==> config.mk <==
export PLATFORM = sky130hd
export DESIGN_NAME = hex_word_drawer_flat
export DESIGN_NICKNAME = d
export VERILOG_FILES = /design/src/rtl/hex_word_drawer_pkg.sv /design/src/rtl/hex_word_drawer_if.sv /design/src/rtl/hex_word_drawer_font_rom.sv /design/src/rtl/hex_word_drawer.sv /design/src/flat_wrapper.sv
export SDC_FILE = /design/constraint.sdc
export NUM_CORES = 1
export LEC_CHECK = 0
export CORE_MARGIN = 4
export CORE_UTILIZATION = 45
export CTS_BUF_LIST = sky130_fd_sc_hd__clkbuf_2
export CTS_CLUSTER_DIAMETER = 80
export DETAILED_ROUTE_END_ITERATION = 8
export DONT_BUFFER_PORTS = 1
export HOLD_SLACK_MARGIN = 0.1
export PLACE_DENSITY = 0.71
export SYNTH_ARGS = -nofsm -noshare
export SYNTH_HDL_FRONTEND = slang
export SYNTH_SLANG_ARGS = --single-unit
==> constraint.sdc <==
create_clock -name CLK_50 -period 3.4 [get_ports CLK_50]
set_input_delay 0.34 -clock CLK_50 [delete_from_list [all_inputs] [get_ports CLK_50]]
set_output_delay 0.34 -clock CLK_50 [all_outputs]
set_load 0.005 [all_outputs]
==> src/rtl/hex_word_drawer_pkg.sv <==
// Shared types, constants and glyph data for the hex word drawer.
package hex_word_drawer_pkg;

    localparam int HEX_LATENCY    = 3;
    localparam int HEX_AREA_MAX_Y = 384;
    localparam int GLYPH_W        = 8;
    localparam int GLYPH_H        = 8;

    typedef logic [7:0] rgb332_t;

    localparam rgb332_t HEX_FG_RGB = 8'hFF;
    localparam rgb332_t HEX_HL_RGB = 8'hE0;

    // Per-pixel side information that travels alongside the RAM fetch.
    typedef struct packed {
        logic       in_hex;
        logic [1:0] digit;
        logic [2:0] gx;
        logic [2:0] gy;
        logic       hl;
    } hex_pipe_t;

    // 8x8 glyphs, row 0 in the top byte, column 0 in bit 7.
    // Column 0 and row 7 stay blank so adjacent digits do not touch.
    function automatic logic [GLYPH_W*GLYPH_H-1:0] glyph_bits(input logic [3:0] nib);
        logic [GLYPH_W*GLYPH_H-1:0] g;
        case (nib)
            4'h0:    g = 64'h1C22262A32221C00;
            4'h1:    g = 64'h0818080808081C00;
            4'h2:    g = 64'h1C22020408103E00;
            4'h3:    g = 64'h3C02021C02023C00;
            4'h4:    g = 64'h040C14243E040400;
            4'h5:    g = 64'h3E203C0202221C00;
            4'h6:    g = 64'h1C20203C22221C00;
            4'h7:    g = 64'h3E02040810101000;
            4'h8:    g = 64'h1C22221C22221C00;
            4'h9:    g = 64'h1C22221E02021C00;
            4'hA:    g = 64'h1C22223E22222200;
            4'hB:    g = 64'h3C22223C22223C00;
            4'hC:    g = 64'h1C22202020221C00;
            4'hD:    g = 64'h3C22222222223C00;
            4'hE:    g = 64'h3E20203C20203E00;
            default: g = 64'h3E20203C20202000;
        endcase
        return g;
    endfunction

endpackage

==> src/rtl/hex_word_drawer_if.sv <==
// Pixel-position, RAM read port and colour-output bundle of the hex word drawer.
// master = the drawer itself, slave = sync_gen / RAM / colour-mux side.
interface hex_word_drawer_if
    import hex_word_drawer_pkg::*;
#(
    parameter int ADDR_WIDTH = 8,
    parameter int RAM_WIDTH  = 16
) ();

    logic [9:0]            pixel_x;
    logic [9:0]            pixel_y;
    logic [ADDR_WIDTH-1:0] mem_addr;
    logic                  mem_rd_en;
    logic [RAM_WIDTH-1:0]  mem_rd_data;
    logic [ADDR_WIDTH-1:0] cursor_addr;
    logic                  number_drawing_request;
    rgb332_t               number_rgb;

    modport master (
        input  pixel_x, pixel_y, mem_rd_data, cursor_addr,
        output mem_addr, mem_rd_en, number_drawing_request, number_rgb
    );

    modport slave (
        output pixel_x, pixel_y, mem_rd_data, cursor_addr,
        input  mem_addr, mem_rd_en, number_drawing_request, number_rgb
    );

endinterface

==> src/rtl/hex_word_drawer_font_rom.sv <==
// Combinational 16-glyph hex font: returns one 8-pixel row of a digit.
module hex_font_rom
    import hex_word_drawer_pkg::*;
(
    input  logic [3:0] nibble_i,
    input  logic [2:0] row_i,
    output logic [7:0] row_bits_o
);

    logic [63:0] glyph;

    // Select the glyph, then pick its row (row 0 lives in the top byte).
    always_comb begin
        glyph      = glyph_bits(nibble_i);
        row_bits_o = glyph[{~row_i, 3'b000} +: 8];
    end

endmodule

==> src/rtl/hex_word_drawer.sv <==
// Hex column renderer: pixel -> RAM word/digit -> glyph pixel, 3 clocks behind pixel_x/pixel_y.
// Optional build macro HEX_DRAWER_HIGHLIGHT_EN draws the word at cursor_addr inverted.
module hex_word_drawer
    import hex_word_drawer_pkg::*;
#(
    parameter int RAM_WIDTH               = 16,
    parameter int ADDR_WIDTH              = 8,
    parameter int HEX_START_X             = 384,
    parameter int PIXELS_PER_HEX_DIGIT    = 16,
    parameter int BITS_PER_MEMORY_PIXEL_Y = 4,
    parameter int WORDS_PER_ROW           = 4,
    parameter int FONT_SCALE_LOG2         = 1
) (
    input  logic          CLK_50,
    input  logic          RESET,
    hex_word_drawer_if.master bus
);

    if (RAM_WIDTH != 16) begin : g_bad_width
        $error("hex_word_drawer: RAM_WIDTH must be 16 (four hex digits)");
    end

    localparam logic [9:0] X_FIRST   = 10'(HEX_START_X);
    localparam logic [9:0] X_END     = 10'(HEX_START_X + WORDS_PER_ROW * 4 * PIXELS_PER_HEX_DIGIT);
    localparam logic [9:0] Y_END     = 10'(HEX_AREA_MAX_Y);
    localparam logic [9:0] DIGIT_PX  = 10'(PIXELS_PER_HEX_DIGIT);
    localparam logic [9:0] WORD_PX   = 10'(4 * PIXELS_PER_HEX_DIGIT);
    localparam logic [9:0] ROW_PX    = 10'(1 << BITS_PER_MEMORY_PIXEL_Y);
    localparam logic [9:0] ROW_WORDS = 10'(WORDS_PER_ROW);

    // S0 decode
    logic                  in_hex_s;
    logic [9:0]            dx_s;
    logic [9:0]            word_col_s;
    logic [1:0]            digit_s;
    logic [2:0]            gx_s;
    logic [2:0]            gy_s;
    logic [ADDR_WIDTH-1:0] addr_s;
    logic                  hl_s;
    logic                  rd_req_s;

    // S1 registers
    logic [ADDR_WIDTH-1:0] mem_addr_q;
    logic                  mem_rd_en_q;
    logic [ADDR_WIDTH-1:0] last_addr_q;
    logic                  word_valid_q;
    hex_pipe_t             s1_q;

    // S2 registers and lookup
    hex_pipe_t             s2_q;
    logic                  rd_d2_q;
    logic [RAM_WIDTH-1:0]  word_q;
    logic [RAM_WIDTH-1:0]  word_cur;
    logic [3:0]            nibble;
    logic [7:0]            glyph_row;
    logic                  pix_on;

    // S3 output stage
    logic                  req_d, req_q;
    rgb332_t               rgb_d, rgb_q;

    // Map the current pixel to word address, digit and glyph coordinates.
    always_comb begin
        in_hex_s   = (bus.pixel_x >= X_FIRST) && (bus.pixel_x < X_END) && (bus.pixel_y < Y_END);
        dx_s       = in_hex_s ? (bus.pixel_x - X_FIRST) : 10'd0;
        word_col_s = dx_s / WORD_PX;
        digit_s    = 2'(dx_s / DIGIT_PX);
        gx_s       = 3'((dx_s % DIGIT_PX) >> FONT_SCALE_LOG2);
        gy_s       = 3'((bus.pixel_y % ROW_PX) >> FONT_SCALE_LOG2);
        addr_s     = ADDR_WIDTH'((bus.pixel_y >> BITS_PER_MEMORY_PIXEL_Y) * ROW_WORDS + word_col_s);
        // The RAM port is shared with CPU writes, so only fetch when the word changes.
        rd_req_s   = in_hex_s && (!word_valid_q || (addr_s != last_addr_q));
    end

`ifdef HEX_DRAWER_HIGHLIGHT_EN
    // Cursor compare happens alongside the address so it can ride the pipe.
    always_comb begin
        hl_s = in_hex_s && (addr_s == bus.cursor_addr);
    end
`else
    // No highlight: cursor_addr may be left unconnected.
    always_comb begin
        hl_s = 1'b0;
    end
    logic unused_cursor;
    assign unused_cursor = ^bus.cursor_addr ^ s2_q.hl;
`endif

    // S1: register the read request and remember which word is held.
    always_ff @(posedge CLK_50 or posedge RESET) begin
        if (RESET) begin
            mem_addr_q   <= '0;
            mem_rd_en_q  <= 1'b0;
            last_addr_q  <= '0;
            word_valid_q <= 1'b0;
            s1_q         <= '0;
        end else begin
            mem_addr_q  <= addr_s;
            mem_rd_en_q <= rd_req_s;
            if (rd_req_s) begin
                last_addr_q  <= addr_s;
                word_valid_q <= 1'b1;
            end
            s1_q <= '{in_hex: in_hex_s, digit: digit_s, gx: gx_s, gy: gy_s, hl: hl_s};
        end
    end

    // S2: hold the fetched word; a fresh read is used straight off the RAM bus.
    always_ff @(posedge CLK_50 or posedge RESET) begin
        if (RESET) begin
            s2_q    <= '0;
            rd_d2_q <= 1'b0;
            word_q  <= '0;
        end else begin
            s2_q    <= s1_q;
            rd_d2_q <= mem_rd_en_q;
            word_q  <= word_cur;
        end
    end

    // Digit 0 is the most significant nibble; glyph column 0 sits in bit 7.
    always_comb begin
        word_cur = rd_d2_q ? bus.mem_rd_data : word_q;
        nibble   = word_cur[{~s2_q.digit, 2'b00} +: 4];
        pix_on   = glyph_row[~s2_q.gx];
    end

    hex_font_rom u_font (
        .nibble_i   (nibble),
        .row_i      (s2_q.gy),
        .row_bits_o (glyph_row)
    );

    // Colour decision for the output register.
    always_comb begin
        req_d = s2_q.in_hex && pix_on;
        rgb_d = req_d ? HEX_FG_RGB : 8'h00;
`ifdef HEX_DRAWER_HIGHLIGHT_EN
        if (s2_q.hl) begin
            req_d = s2_q.in_hex;
            rgb_d = pix_on ? 8'h00 : HEX_HL_RGB;
        end
`endif
    end

    // S3: registered outputs to the colour mux.
    always_ff @(posedge CLK_50 or posedge RESET) begin
        if (RESET) begin
            req_q <= 1'b0;
            rgb_q <= 8'h00;
        end else begin
            req_q <= req_d;
            rgb_q <= rgb_d;
        end
    end

    assign bus.mem_addr               = mem_addr_q;
    assign bus.mem_rd_en              = mem_rd_en_q;
    assign bus.number_drawing_request = req_q;
    assign bus.number_rgb             = rgb_q;

endmodule
==> src/flat_wrapper.sv <==
// flat-port wrapper written by rule: the top's interface ports become plain ports
module hex_word_drawer_flat import hex_word_drawer_pkg::*;
#(
    parameter int RAM_WIDTH               = 16,
    parameter int ADDR_WIDTH              = 8,
    parameter int HEX_START_X             = 384,
    parameter int PIXELS_PER_HEX_DIGIT    = 16,
    parameter int BITS_PER_MEMORY_PIXEL_Y = 4,
    parameter int WORDS_PER_ROW           = 4,
    parameter int FONT_SCALE_LOG2         = 1
)
  (CLK_50, RESET, bus_pixel_x, bus_pixel_y, bus_mem_rd_data, bus_cursor_addr, bus_mem_addr, bus_mem_rd_en, bus_number_drawing_request, bus_number_rgb);
  hex_word_drawer_if #(.ADDR_WIDTH(ADDR_WIDTH), .RAM_WIDTH(RAM_WIDTH)) bus_i ();
  input  logic CLK_50;
  input  logic RESET;
  input wire logic [$bits(bus_i.pixel_x)-1:0] bus_pixel_x;
  input wire logic [$bits(bus_i.pixel_y)-1:0] bus_pixel_y;
  input wire logic [$bits(bus_i.mem_rd_data)-1:0] bus_mem_rd_data;
  input wire logic [$bits(bus_i.cursor_addr)-1:0] bus_cursor_addr;
  output wire logic [$bits(bus_i.mem_addr)-1:0] bus_mem_addr;
  output wire logic [$bits(bus_i.mem_rd_en)-1:0] bus_mem_rd_en;
  output wire logic [$bits(bus_i.number_drawing_request)-1:0] bus_number_drawing_request;
  output wire logic [$bits(bus_i.number_rgb)-1:0] bus_number_rgb;
  assign bus_i.pixel_x = bus_pixel_x;
  assign bus_i.pixel_y = bus_pixel_y;
  assign bus_i.mem_rd_data = bus_mem_rd_data;
  assign bus_i.cursor_addr = bus_cursor_addr;
  assign bus_mem_addr = bus_i.mem_addr;
  assign bus_mem_rd_en = bus_i.mem_rd_en;
  assign bus_number_drawing_request = bus_i.number_drawing_request;
  assign bus_number_rgb = bus_i.number_rgb;
  hex_word_drawer #(.RAM_WIDTH(RAM_WIDTH), .ADDR_WIDTH(ADDR_WIDTH), .HEX_START_X(HEX_START_X), .PIXELS_PER_HEX_DIGIT(PIXELS_PER_HEX_DIGIT), .BITS_PER_MEMORY_PIXEL_Y(BITS_PER_MEMORY_PIXEL_Y), .WORDS_PER_ROW(WORDS_PER_ROW), .FONT_SCALE_LOG2(FONT_SCALE_LOG2)) u_core (.CLK_50(CLK_50), .RESET(RESET), .bus(bus_i));
endmodule
# Word level (Yosys, flattened, before mapping)
# Memory sizes are Yosys's and may differ from the RTL's.
# Cells that the tools add are included.
word_totals:
  reg_bits: 62
  romBits: 560
  in_bits: 46
  out_inout_bits: 18
  mem_count: 1
memory_table:
  columns: ["name", "depth", "word_bits", "read_ports", "rd_ports_with_merged_regs", "write_ports", "line", "source"]
  rows:
  - ["(name not given)", 16, 35, 1, 0, 0, "hex_word_drawer_pkg.sv:27", "case (nib)"]
classes:
  add_sub_neg: 2
  n_lt_le_gt_ge: 4
  eq_ne: 1
  shifts: 2
  mux: 5
  bitwise_logic: 3
  n_reduce_logical: 6
op_table:
  columns: ["op", "n"]
  rows:
  - ["variable part select 64 x 7 -> 8 bit", 1]
  - ["2-to-1 mux 16 bit", 1]
  - ["variable part select 16 x 5 -> 4 bit", 1]
  - ["greater-or-equal comparator 10 x 9 -> 1 bit (second input constant)", 1]
  - ["less-than comparator 10 bit (second input constant)", 1]
  - ["less-than comparator 10 x 9 -> 1 bit (second input constant)", 1]
  - ["2-to-1 mux 10 bit", 1]
  - ["subtractor 10 x 9 -> 10 bit (second input constant)", 1]
  - ["adder 8 x 4 -> 8 bit", 1]
  - ["2-to-1 mux 8 bit", 1]
  - ["!= test 8 bit", 1]
  - ["inverter 3 bit", 2]
  - ["logical AND 1 bit", 4]
  - ["less-than comparator 3 x 4 -> 1 bit (second input constant)", 1]
  - ["binary-select mux 1 bit (select 3 bit)", 1]
  - ["inverter 2 bit", 1]
  - ["logical NOT 1 bit", 1]
  - ["logical OR 1 bit", 1]
  - ["2-to-1 mux 1 bit", 1]

# Depth between registers and ports, before layout
logic_depth:
  depth_word: 8
  ltp_mapped: 16
  depth_no_buf: 15

# By module
# Synthesis repeated with hierarchy kept, for this count alone.
hier_totals:
  cells_unflattened: 284
  hier_area_um2: 3133.0
modules_own_cells:
  columns: ["module", "n_inst", "cells_per_inst", "area_per_inst_um2", "seq_area_each_um2"]
  rows:
  - ["hex_word_drawer", 1, 149, 2253.4, 1351.3]
  - ["hex_font_rom", 1, 135, 879.6, 0.0]

# Least setup slack after synthesis
# Ideal clock, no wire load.
synth_path:
  path_kind: "input port to flip-flop"
  start: "input bus_pixel_x[7]"
  end: "register u_core.last_addr_q[2]"
  arrival_time_ns: 3.512
  required_ns: 3.275
  path_slack_ns: -0.236
  stages: 14
  n_path_buf: 1
  cell_sequence: "ha_1 > nor4b_1 > a22oi_1 > nor2_1 > a21oi_1 > nor3b_1 > clkbuf_1 > and2_1 > fa_1 > xor2_1 > nor4_1 > nand4_1 > o31a_1 > mux2_2"
synth_between:
  elab_chain_len: 8
synth_lines:
  columns: ["item", "line", "source"]
  rows:
  - ["start, declared", "flat_wrapper.sv:16", "input wire logic [$bits(bus_i.pixel_x)-1:0] bus_pixel_x;"]
  - ["greater-or-equal comparator 10 x 9 -> 1 bit / less-than comparator 10 bit (equally long branches)", "hex_word_drawer.sv:64", "in_hex_s = (bus.pixel_x >= X_FIRST) && (bus.pixel_x < X_END) && (bus.pixel_y < Y_END);"]
  - ["logical AND 1 bit * (2 in a row)", "hex_word_drawer.sv:64", null]
  - ["via u_core.in_hex_s", "hex_word_drawer.sv:32", "logic in_hex_s;"]
  - ["2-to-1 mux 10 bit *", "hex_word_drawer.sv:65", "dx_s = in_hex_s ? (bus.pixel_x - X_FIRST) : 10'd0;"]
  - ["adder 8 x 4 -> 8 bit *", "hex_word_drawer.sv:70", "addr_s = ADDR_WIDTH'((bus.pixel_y >> BITS_PER_MEMORY_PIXEL_Y) * ROW_WORDS + word_col_s);"]
  - ["via u_core.addr_s[3]", "hex_word_drawer.sv:38", "logic [ADDR_WIDTH-1:0] addr_s;"]
  - ["!= test 8 bit *", "hex_word_drawer.sv:72", "rd_req_s = in_hex_s && (!word_valid_q || (addr_s != last_addr_q));"]
  - ["logical OR 1 bit *", "hex_word_drawer.sv:72", null]
  - ["logical AND 1 bit *", "hex_word_drawer.sv:72", null]
  - ["via u_core.rd_req_s", "hex_word_drawer.sv:40", "logic rd_req_s;"]
  - ["end signal, assigned", "hex_word_drawer.sv:101", "last_addr_q <= addr_s;"]
  - ["end, declared", "hex_word_drawer.sv:45", "logic [ADDR_WIDTH-1:0] last_addr_q;"]
# The timed path passes the listed nets; every way through them passes the cells marked *.
# A chain may end at the register's enable or synchronous reset.

# Worst setup path in the final report
layout_path:
  start: "register u_core.rd_d2_q"
  end: "register u_core.rgb_q[6], in the netlist u_core.bus.number_rgb[6]"
layout_between:
  elab_chain_len: 8
layout_lines:
  columns: ["item", "line", "source"]
  rows:
  - ["start, declared", "hex_word_drawer.sv:51", "logic rd_d2_q;"]
  - ["start signal, assigned", "hex_word_drawer.sv:116", "rd_d2_q <= mem_rd_en_q;"]
  - ["2-to-1 mux 16 bit", "hex_word_drawer.sv:123", "word_cur = rd_d2_q ? bus.mem_rd_data : word_q;"]
  - ["variable part select 16 x 5 -> 4 bit", "hex_word_drawer.sv:124", "nibble = word_cur[{~s2_q.digit, 2'b00} +: 4];"]
  - ["memory (16 x 35 bit)", null, null]
  - ["variable part select 64 x 7 -> 8 bit", "hex_word_drawer_font_rom.sv:15", "row_bits_o = glyph[{~row_i, 3'b000} +: 8];"]
  - ["binary-select mux 1 bit (select 3 bit)", "hex_word_drawer.sv:125", "pix_on = glyph_row[~s2_q.gx];"]
  - ["2-to-1 mux 1 bit (implied by the code)", "hex_word_drawer.sv:125", null]
  - ["logical AND 1 bit", "hex_word_drawer.sv:136", "req_d = s2_q.in_hex && pix_on;"]
  - ["via u_core.req_d", "hex_word_drawer.sv:59", "logic req_d, req_q;"]
  - ["2-to-1 mux 8 bit", "hex_word_drawer.sv:137", "rgb_d = req_d ? HEX_FG_RGB : 8'h00;"]
  - ["end signal, assigned", "hex_word_drawer.sv:153", "rgb_q <= rgb_d;"]
  - ["end, declared", "hex_word_drawer.sv:60", "rgb332_t rgb_d, rgb_q;"]
# The timed path passes the listed nets, and every way through them passes these cells. The select of a mux whose other input is x is not followed.

==> impl_metrics.json <==
{
  "detailed_place_hpwl_mm": 4.615,
  "chipWidth_um": 90.86,
  "synth_compound_area_share_pct": 14.09,
  "worstSkewPairLatency_ns": 0.42,
  "finClkSkew_ns": 0.02306,
  "hold_path_depth": 2,
  "cpMaxStageDelayCell": "mux4_2",
  "row_count": 29,
  "synth_commonest_cells": "dfrtp_1, mux2_2, nand2_1, nor2_1, clkbuf_1",
  "finalSetupViolCount": 0,
  "grt_pass1_vias": 2329,
  "htree_levels": 2,
  "start_kind": "flip-flop",
  "fmaxAchievable_ghz": 0.3090,
  "ant_nets": 0,
  "hold_end": "u_core.bus.mem_addr[5]",
  "worstPathArrival_ns": 3.60,
  "finalWirelength_mm": 6.797,
  "drtIter0Drc": 282,
  "wl_per_cell_um": 17.79,
  "drive_gt1_share_pct": 19.02,
  "route.detailed.drc": 0,
  "grt_pass1_wl_mm": 11.51,
  "critPathCaptureType": "flip-flop",
  "crit_fanout": 11,
  "globalRouteOverflowTotal": 0,
  "fillers": 544,
  "numCtsBuffers": 5,
  "fp.coreArea_um2": 6495,
  "clock-root-buffer": "clkbuf_2",
  "critPathBufInv": 2,
  "path_delay_family": "compound AO/OA/AOI/OAI gates",
  "worstMarginPinSlew_ns": 0.9080,
  "synthMuxAreaShare_pct": 17.29,
  "initial_core_util_pct": 47.56,
  "hold_start": "bus_pixel_y[6]",
  "fin_crit_sh_pct": 95.20,
  "max_slew_margin_pct": 39.38,
  "ys.flop_type": "dfrtp_1",
  "synth.most_common_cell": "dfrtp_1",
  "ys_warn_count": 0,
  "run_status": "finished, final reports clean",
  "antenna_found_initial": 0,
  "hold_viol": 0,
  "syn-num-nets": 336,
  "hold_path_class": "in2reg",
  "synth_area_leaders": "dfrtp_1, mux2_2, mux4_2",
  "dieArea_um2": 8255,
  "synthXorXnorAreaFrac_pct": 3.686,
  "drt_first_pass_iters": 4,
  "async_reset_ff_share_pct": 100.0,
  "path_cells": "mux4_2 -> mux2i_1 -> buf_4 -> ha_1 -> inv_1 -> o32ai_1 -> a2bb2oi_1 -> a21o_1 -> a222oi_1 -> o32a_1",
  "grt_setup_unrepaired": "no",
  "finalMaxSlewViolations": 0,
  "routabilityCongestion": 0.9240,
  "crit_path_max_incr_delay_ns": 0.55,
  "clk_pin_slew_ns": 0.24,
  "clock_sinks": 54,
  "cts_max_path_buffers": 2,
  "vias_per_cell": 6.003,
  "track_usage_pct": 17.11,
  "synth_top_area_share_pct": 43.74,
  "p_leak_nw": 1.486,
  "rr_endpoint": "u_core.bus.number_rgb[6]",
  "diodes": 0,
  "syn_area_per_cell_um2": 11.07,
  "grt_max_degree": 47,
  "worstSetupPathDepth": 10,
  "yosys.area_share.simple_pct": 11.06,
  "synth-seq-cells": 54,
  "synth_cell_types": 55,
  "ios": 64,
  "syn_inst": 279,
  "vias": 2293,
  "r2r_setup_slack_ns": 0.16,
  "rr_worst_depth": 10,
  "synth-adder-area-share_pct": 4.698,
  "tritoncts": "built",
  "finalNetCount": 361,
  "worstSetupPathType": "reg2reg",
  "power_mw": 1.629,
  "netlist_area_um2": 3089,
  "synth_edf_count": 0,
  "peakVddDrop_v": 0.0003526,
  "ys_seq_area_share_pct": 43.74,
  "p_per_area_nw_per_um2": 464.1,
  "die_h_um": 90.86,
  "synth_largest_area_cell": "dfrtp_1",
  "port_buffers": 0,
  "min_period_ns": 3.237,
  "synth_top_family_by_area": "multiplexers",
  "max_cap_violations": 0,
  "whs_ns": 0.1621,
  "syn2layout_area_growth_pct": 13.61,
  "timing.rr.start": "u_core.rd_d2_q",
  "required_ns": 3.77
}
[layer usage]
metal	up-vias	track usage (%)	share of wire (%)
met5	-	0	0
met4	0	7.035	1.9
met3	12	3.417	5.2
met2	92	28.84	52
met1	1126	21.48	41
li1	1063	-	-
[worst register-to-register path: stages (launching register included)]
cell,delay [ns]
dfrtp_2,0.53
mux4_2,0.56
mux2i_1,0.19
buf_4,0.22
ha_1,0.36
inv_1,0.18
o32ai_1,0.31
a2bb2oi_1,0.14
a21o_1,0.19
a222oi_1,0.32
o32a_1,0.19
[per-stage QoR]
step,setup TNS (ns),worst slack [ns],cells,area (um^2),utilization [%]
2_1_floorplan,0,0.02451,279,3095,-
3_3_place_gp,0,0.001252,340,3129,48.18
3_5_place_dp,-0.5263,-0.1801,340,3129,48.18
4_1_cts,0,0.1016,380,3493,53.79
5_1_grt,0,0.01200,382,3510,54.04
6_report,0,0.1634,382,3510,54.04
[power by group]
part	switching, mW	total [mW]	internal (mW)
combinational	0.319	0.603	0.283
clock	0.188	0.242	0.0545
sequential	0.0573	0.784	0.726
[timing repair]
item                       4_1_cts  5_1_grt
gates resized for setup          0        1
setup endpoints to repair        0        1
hold buffers                    32        0
setup buffers                    0        2
hold endpoints to repair        79        0
[flip-flops by register name, indices dropped and copies added, names as in the netlist]
| register | count |
|---|---|
| u_core.word_q | 16 |
| u_core.s1_q | 9 |
| u_core.s2_q | 9 |
| u_core.bus.mem_addr | 8 |
| u_core.last_addr_q | 8 |
| u_core.bus.mem_rd_en | 1 |
| u_core.bus.number_rgb | 1 |
| u_core.rd_d2_q | 1 |
| u_core.word_valid_q | 1 |
[area by class of cell]
type,count,area [um^2],share of cell area (%)
flip-flops and latches,54,1353,38.54
inverters,5,18.77,0.5348
well taps,77,96.34,2.745
clock buffers,6,30.03,0.8556
repair buffers,44,422.9,12.05
clock inverters,2,13.76,0.3922
multi-input cells,194,1575,44.88
[worst max path at each step]
stage                         startpoint                       end  slack [ns]
final                     u_core.rd_d2_q  u_core.bus.number_rgb[6]        0.16
after global routing      bus_pixel_x[7]     u_core.last_addr_q[4]        0.01
after CTS                 u_core.rd_d2_q  u_core.bus.number_rgb[6]        0.10
after detailed placement  bus_pixel_x[7]     u_core.last_addr_q[2]       -0.18
after global placement    bus_pixel_x[7]     u_core.last_addr_q[2]       0.001
after floorplan           bus_pixel_x[7]     u_core.last_addr_q[2]        0.02
[cell usage in the layout, fill, tap and decap left out, types with 8 or more instances in the layout]
cell type,n
ha_1,10
nor2_1,17
o21ai_0,11
and2_1,9
dlygate4sd3_1,32
a21oi_1,10
mux2i_1,8
nand2_1,17
mux4_2,8
mux2_2,23
buf_4,11
dfrtp_1,53
[cell families (layout without fill, tap and decap cells)]
kind of cell               after synthesis  count (layout)
xor gates and xnor gates                13              13
and+or+nand+nor                         68              68
DFF                                     54              54
buffers and inverters                   31              57
adders and majority gates               11              11
muxes                                   40              40
AOI/OAI and AO/OA                       62              62
Power figures use the tool's default switching activity.
